<file path="src/rtl/alu_wb_arbiter_pkg.sv">
// Shared payload types for the ALU commit/writeback path.
package alu_wb_arbiter_pkg;

  localparam int unsigned ALU_DATA_W = 32;
  localparam int unsigned ALU_PREG_W = 6;

  typedef struct packed {
    logic valid;
  } BaseInfoSt;

  typedef struct packed {
    BaseInfoSt               base_info;
    logic                    we;
    logic [ALU_PREG_W-1:0]   pdest;
    logic [ALU_DATA_W-1:0]   wdata;
  } AluCmtSt;

  typedef struct packed {
    logic                    we;
    logic [ALU_PREG_W-1:0]   pdest;
    logic [ALU_DATA_W-1:0]   wdata;
  } AluWbSt;

  // Strip the handshake info to get the buffered writeback payload.
  function automatic AluWbSt cmt_to_wb(input AluCmtSt c);
    AluWbSt w;
    w.we    = c.we;
    w.pdest = c.pdest;
    w.wdata = c.wdata;
    return w;
  endfunction

endpackage

</file>
<file path="src/rtl/alu_wb_arbiter_wb_fifo.sv">
// Per-pipe synchronous FIFO holding writeback payloads; flush empties it in one edge.
module wb_fifo
  import alu_wb_arbiter_pkg::*;
#(
  parameter int unsigned DEPTH = 2
) (
  input  logic   clk,
  input  logic   rst_n,
  input  logic   push,
  input  logic   pop,
  input  logic   flush,
  input  AluWbSt din,
  output logic   full,
  output logic   empty,
  output AluWbSt head
);

  localparam int unsigned PTR_W = $clog2(DEPTH);
  localparam int unsigned CNT_W = PTR_W + 1;

  AluWbSt             mem [DEPTH];
  logic [PTR_W-1:0]   wr_ptr;
  logic [PTR_W-1:0]   rd_ptr;
  logic [CNT_W-1:0]   count;

  assign full  = (count == CNT_W'(DEPTH));
  assign empty = (count == '0);
  assign head  = mem[rd_ptr];

  always_ff @(posedge clk) begin
    if (push && !flush) mem[wr_ptr] <= din;
  end

  // Pointers wrap naturally at the power-of-two depth.
  always_ff @(posedge clk or negedge rst_n) begin
    if (!rst_n) begin
      wr_ptr <= '0;
      rd_ptr <= '0;
      count  <= '0;
    end else if (flush) begin
      wr_ptr <= '0;
      rd_ptr <= '0;
      count  <= '0;
    end else begin
      if (push) wr_ptr <= PTR_W'(wr_ptr + 1'b1);
      if (pop)  rd_ptr <= PTR_W'(rd_ptr + 1'b1);
      case ({push, pop})
        2'b10:   count <= CNT_W'(count + 1'b1);
        2'b01:   count <= CNT_W'(count - 1'b1);
        default: count <= count;
      endcase
    end
  end

endmodule

</file>
<file path="src/rtl/alu_wb_arbiter.sv">
// Buffers ALU pipe results per pipe and round-robin arbitrates one per cycle
// onto the regfile write port and the wakeup broadcast.
module alu_wb_arbiter
  import alu_wb_arbiter_pkg::*;
#(
  parameter int unsigned NUM_PIPES  = 2,
  parameter int unsigned FIFO_DEPTH = 2,
  parameter int unsigned DATA_W     = ALU_DATA_W,
  parameter int unsigned PREG_W     = ALU_PREG_W
) (
  input  logic                  clk,
  input  logic                  a_rst_n,
  input  logic                  flush_i,
  input  AluCmtSt               cmt_i [NUM_PIPES],
  output logic [NUM_PIPES-1:0]  cmt_ready_o,
  output logic                  rf_we_o,
  output logic [PREG_W-1:0]     rf_waddr_o,
  output logic [DATA_W-1:0]     rf_wdata_o,
  output logic                  wakeup_valid_o,
  output logic [PREG_W-1:0]     wakeup_pdest_o
);

  localparam int unsigned PTR_W = (NUM_PIPES > 1) ? $clog2(NUM_PIPES) : 1;

  // Async assert, sync deassert reset.
  logic [1:0] rst_sync;
  logic       rst_n;

  always_ff @(posedge clk or negedge a_rst_n) begin
    if (!a_rst_n) rst_sync <= '0;
    else          rst_sync <= {rst_sync[0], 1'b1};
  end
  assign rst_n = rst_sync[1];

  logic [NUM_PIPES-1:0] push;
  logic [NUM_PIPES-1:0] pop;
  logic [NUM_PIPES-1:0] full;
  logic [NUM_PIPES-1:0] empty;
  AluWbSt               head [NUM_PIPES];
  AluWbSt               win;
  logic                 grant_valid;
  logic [PTR_W-1:0]     grant_idx;
  logic [PTR_W-1:0]     rr_ptr;

  for (genvar i = 0; i < NUM_PIPES; i++) begin : g_pipe
    assign cmt_ready_o[i] = rst_n & ~full[i];
    assign push[i]        = cmt_i[i].base_info.valid & cmt_ready_o[i] & ~flush_i;
    assign pop[i]         = grant_valid & (grant_idx == PTR_W'(i));

    wb_fifo #(
      .DEPTH (FIFO_DEPTH)
    ) u_fifo (
      .clk   (clk),
      .rst_n (rst_n),
      .push  (push[i]),
      .pop   (pop[i]),
      .flush (flush_i),
      .din   (cmt_to_wb(cmt_i[i])),
      .full  (full[i]),
      .empty (empty[i]),
      .head  (head[i])
    );
  end

  // First non-empty pipe at or after rr_ptr, with wrap.
  always_comb begin
    grant_valid = 1'b0;
    grant_idx   = '0;
    for (int unsigned off = 0; off < NUM_PIPES; off++) begin
      int unsigned idx;
      idx = (32'(rr_ptr) + off) % NUM_PIPES;
      if (!grant_valid && !empty[PTR_W'(idx)]) begin
        grant_valid = 1'b1;
        grant_idx   = PTR_W'(idx);
      end
    end
  end

  assign win = head[grant_idx];

  always_ff @(posedge clk or negedge rst_n) begin
    if (!rst_n) begin
      rf_we_o        <= 1'b0;
      rf_waddr_o     <= '0;
      rf_wdata_o     <= '0;
      wakeup_valid_o <= 1'b0;
      wakeup_pdest_o <= '0;
      rr_ptr         <= '0;
    end else if (flush_i) begin
      rf_we_o        <= 1'b0;
      wakeup_valid_o <= 1'b0;
    end else begin
      rf_we_o        <= grant_valid & win.we;
      wakeup_valid_o <= grant_valid & win.we;
      if (grant_valid) begin
        rf_waddr_o     <= win.pdest;
        rf_wdata_o     <= win.wdata;
        wakeup_pdest_o <= win.pdest;
        rr_ptr         <= (grant_idx == PTR_W'(NUM_PIPES - 1)) ? '0
                                                               : PTR_W'(grant_idx + 1'b1);
      end
    end
  end

endmodule

</file>
<file path="config.mk">
export PLATFORM = sky130hd
export DESIGN_NAME = alu_wb_arbiter
export DESIGN_NICKNAME = d
export VERILOG_FILES = /design/src/rtl/alu_wb_arbiter_pkg.sv /design/src/rtl/alu_wb_arbiter_wb_fifo.sv /design/src/rtl/alu_wb_arbiter.sv
export SDC_FILE = /design/constraint.sdc
export NUM_CORES = 1
export LEC_CHECK = 0
export ABC_AREA = 1
export CAP_MARGIN = 20
export CELL_PAD_IN_SITES_DETAIL_PLACEMENT = 2
export CELL_PAD_IN_SITES_GLOBAL_PLACEMENT = 2
export CORE_UTILIZATION = 35
export DETAILED_ROUTE_END_ITERATION = 8
export PLACE_DENSITY_LB_ADDON = 0.3
export SLEW_MARGIN = 30
export SYNTH_ARGS = -nofsm -noshare
export SYNTH_HDL_FRONTEND = slang
export SYNTH_SLANG_ARGS = --single-unit
</file>
<file path="constraint.sdc">
create_clock -name clk -period 2.35 [get_ports clk]
set_input_delay 0.3525 -clock clk [delete_from_list [all_inputs] [get_ports clk]]
set_output_delay 0.3525 -clock clk [all_outputs]
set_load 0.02 [all_outputs]
</file>
==> summary.txt <==
Detailed routing
  • DRT Pass-1 Iters: 4
  • Wire length on met1: 9730 um
  • Routed length per instance: 22.6 um
  • DRC viols: 0
  • Iter 0 DRT Violations: 243
  • Uppermost layer routed: met4
  • Metal3 WL: 1110 um
  • Routed vias/inst: 5.13
  • WL met2: 13300 um
  • Detailed Route WL: 24800 um
  • Vias: 5629
  • Antenna viol nets, final: 0

Floorplan
  • IO Pins: 131
  • Row Count: 54
  • Initial core utilization: 0.362
  • CORE AREA: 22100 um^2
  • Die H: 153 um
  • Die area: 23500 um^2
  • Die extent in x: 153 um

Timing
  • Tmin final: 2.27 ns
  • RSZ-0062 raised after global routing: false
  • Final Setup Violations: 0
  • Tcrit/Tclk final: 0.967
  • Worst rel slew slack: 0.422
  • Final Hold Fails: 0
  • Fmax: 0.440 GHz
  • Clock skew: 0.0152 ns
  • Final Max Tran Viols: 0
  • Worst-margin pin slew: 0.866 ns
  • Post-route setup TNS: 0 ns

GRT
  • Pin count of the biggest net entering global routing: 42
  • Global route total overflow: 0
  • Vias in the first global route: 6629
  • First-pass GRT wire length: 38100 um
  • Initial antenna violation count: 0
  • GRT Total Usage: 0.216

Setup path
  • CP required: 2.00 ns
  • Worst r2r src: g_pipe[0].u_fifo.count[1]
  • Startpoint types: flip-flop
  • Worst-path fanout max: 12
  • CP arrival: 1.92 ns
  • Worst reg2reg setup slack: 0.36 ns
  • FF-to-FF path depth: 5
  • Crit. End Element: output port
  • Crit Reg-Reg Endpoint: rf_wdata_o[3]
  • Critical Setup Path Class: reg -> out

Pwr
  • Clock Power Share: 0.277
  • Internal power: 8.08 mW
  • Peak supply drop: 0.000507 V
  • Sw Share: 0.363
  • Sw Pwr: 4.61 mW
  • Leakage: 3.93 nW
  • Seq pwr share: 0.381
  • PwrDens: 1220 nW/um^2
  • Combinational share of power: 0.342

Placement
  • Area of placed instances: 9650 um^2
  • IO Port Bufs: 130
  • Placed Instances: 1053
  • Final Wtd Congestion: 0.792
  • DPL Wire Length: 15700 um

Final layout
  • Post-route cell area: 10400 um^2
  • Final net count: 882
  • # fillers: 2160
  • Ant. Diodes: 0
  • Area Growth Syn to Fin: 29.8%
  • Fin cells: 1097
  • Layout cells sized above 1: 0.0869

Yosys
  • Post-synth top area share: 0.585
  • Ys async rst share: 0.243
  • Post-synth top cells: 156 x edfxtp_1, 132 x nor2_1, 131 x nand2_1, 61 x nand3_1
  • Mapped Area: 8000 um^2
  • Yosys reg bits: 206
  • Syn avg cell area: 12.0 um^2
  • Post-synthesis net count: 749
  • Dominant cell type by area after synthesis: edfxtp_1
  • Post-Synthesis Cells: 666
  • Yosys cell types: 26
  • Number of synthesized flops with an enable pin: 156
  • Seq/Total Area, Yosys: 0.742
  • Most frequent cell after synthesis: edfxtp_1
  • Ys Warns: 0
  • Ys flop type: edfxtp_1
  • Synth top area cells: edfxtp_1 59%, dfrtp_1 16%, nor2_1 6.2%

Clocking
  • Post-CTS Setup Bufs: 0
  • CTS resizes: 0
  • Hold Buf Count CTS: 0
  • Number of buffers created by CTS: 24
  • Clock Latency Late Sink: 0.51 ns
  • Worst-path clk slew: 0.06 ns
  • CTS tree: yes
  • Root Driver: clkbuf_16
  • Num Clock Sinks: 206
  • # H-tree levels: 1
  • Clock Path Buffers: 3

Flow run
  • Max_cap viols: 0

Run status
  • Outcome: finished clean

Worst hold path
  • Hold Crit Class: in -> async
==> worst max-delay path: stages (launching register included) <==
cell and delay [ns]:
dfrtp_4 0.53, inv_1 0.12, a21oi_4 0.14, clkdlybuf4s50_1 0.63
==> sequential cells by signal (all words and copies together) (netlist names) <==
name,cells
g_pipe.u_fifo.count,4
g_pipe.u_fifo.mem,156
g_pipe.u_fifo.rd_ptr,2
g_pipe.u_fifo.wr_ptr,2
rf_wdata_o,32
rr_ptr,1
rst_sync,2
wakeup_pdest_o,6
wakeup_valid_o,1
==> cells in the final DEF (no fill, tap or decap) <==
cell type,count
dfrtp_4,1
inv_2,6
dfrtp_1,47
edfxtp_1,156
o21ai_1,15
nand3_1,60
a21oi_4,2
o21bai_1,1
nand2_4,1
nor2_1,128
nor2_4,6
buf_12,5
nand4_1,3
conb_1,1
inv_8,1
a21oi_2,1
clkinv_2,3
clkdlybuf4s50_1,130
clkbuf_8,3
inv_1,4
nand2_1,131
clkbuf_1,10
clkbuf_16,25
nand3_2,1
o21ai_0,50
nor2_2,1
mux2i_1,1
dfrtp_2,2
clkinv_1,3
xor2_1,2
o21ai_4,1
a21oi_1,4
buf_4,12
==> power groups by stage <==
stage                     logic, mW  registers (mW)  clock network (mW)
after floorplan                2.12            5.20                   0
after global placement         4.03            4.88                   0
after detailed placement       4.31            4.90                   0
after CTS                      4.41            4.85                3.59
after global routing           4.69            4.89                3.71
final                          4.33            4.84                3.52
==> metal layers <==
layer / up-vias / GRT usage
met2: 146 / 0.409
met1: 2889 / 0.244
met3: 50 / 0.0377
met5: - / 0
li1: 2544 / -
met4: 0 / 0.0717
==> worst max path at each step <==
stage	to	slack [ns]	startpoint	cells after the start
finish	cmt_ready_o[0]	0.08	rst_sync[1]	3
global route	cmt_ready_o[0]	0.004	rst_sync[1]	3
CTS	cmt_ready_o[0]	0.05	rst_sync[1]	3
detailed placement	rf_wdata_o[3]	0.26	flush_i	6
global placement	g_pipe[1].u_fifo.mem[0][15]	0.37	flush_i	5
floorplan	g_pipe[0].u_fifo.mem[0][0]	-0.01	rst_sync[1]	4
==> layout make-up <==
class	instances	area (um^2)	share of cell area
tap	280	350	0.0337
clock inverter	6	33.8	0.00325
sequential	206	5940	0.572
timing repair buffer	147	1490	0.144
inverter	11	41.3	0.00397
clock buffer	38	704	0.0678
multi-input combinational	409	1830	0.176
==> cell families after synthesis <==
| logic type | share of synthesized area |
|---|---|
| muxes | 0.00125 |
| xor gates and xnor gates | 0.00219 |
| other | 0.000469 |
| and+or+nand+nor | 0.169 |
| buffers and inverters | 0.0358 |
| AOI/OAI and AO/OA | 0.0499 |
| DFF | 0.742 |
==> through the flow <==
step / setup WS (ns) / hold WS [ns] / total power [mW] / utilization
after floorplan: -0.00992 / 0.0569 / 7.32 / -
after global placement: 0.369 / 0.167 / 8.91 / 0.437
after detailed placement: 0.256 / 0.166 / 9.22 / 0.437
after CTS: 0.0535 / 0.0264 / 12.8 / 0.470
after global routing: 0.00400 / 0.0275 / 13.3 / 0.470
final: 0.0782 / 0.0395 / 12.7 / 0.470
Note: power is estimated with default switching activity, not from simulation.
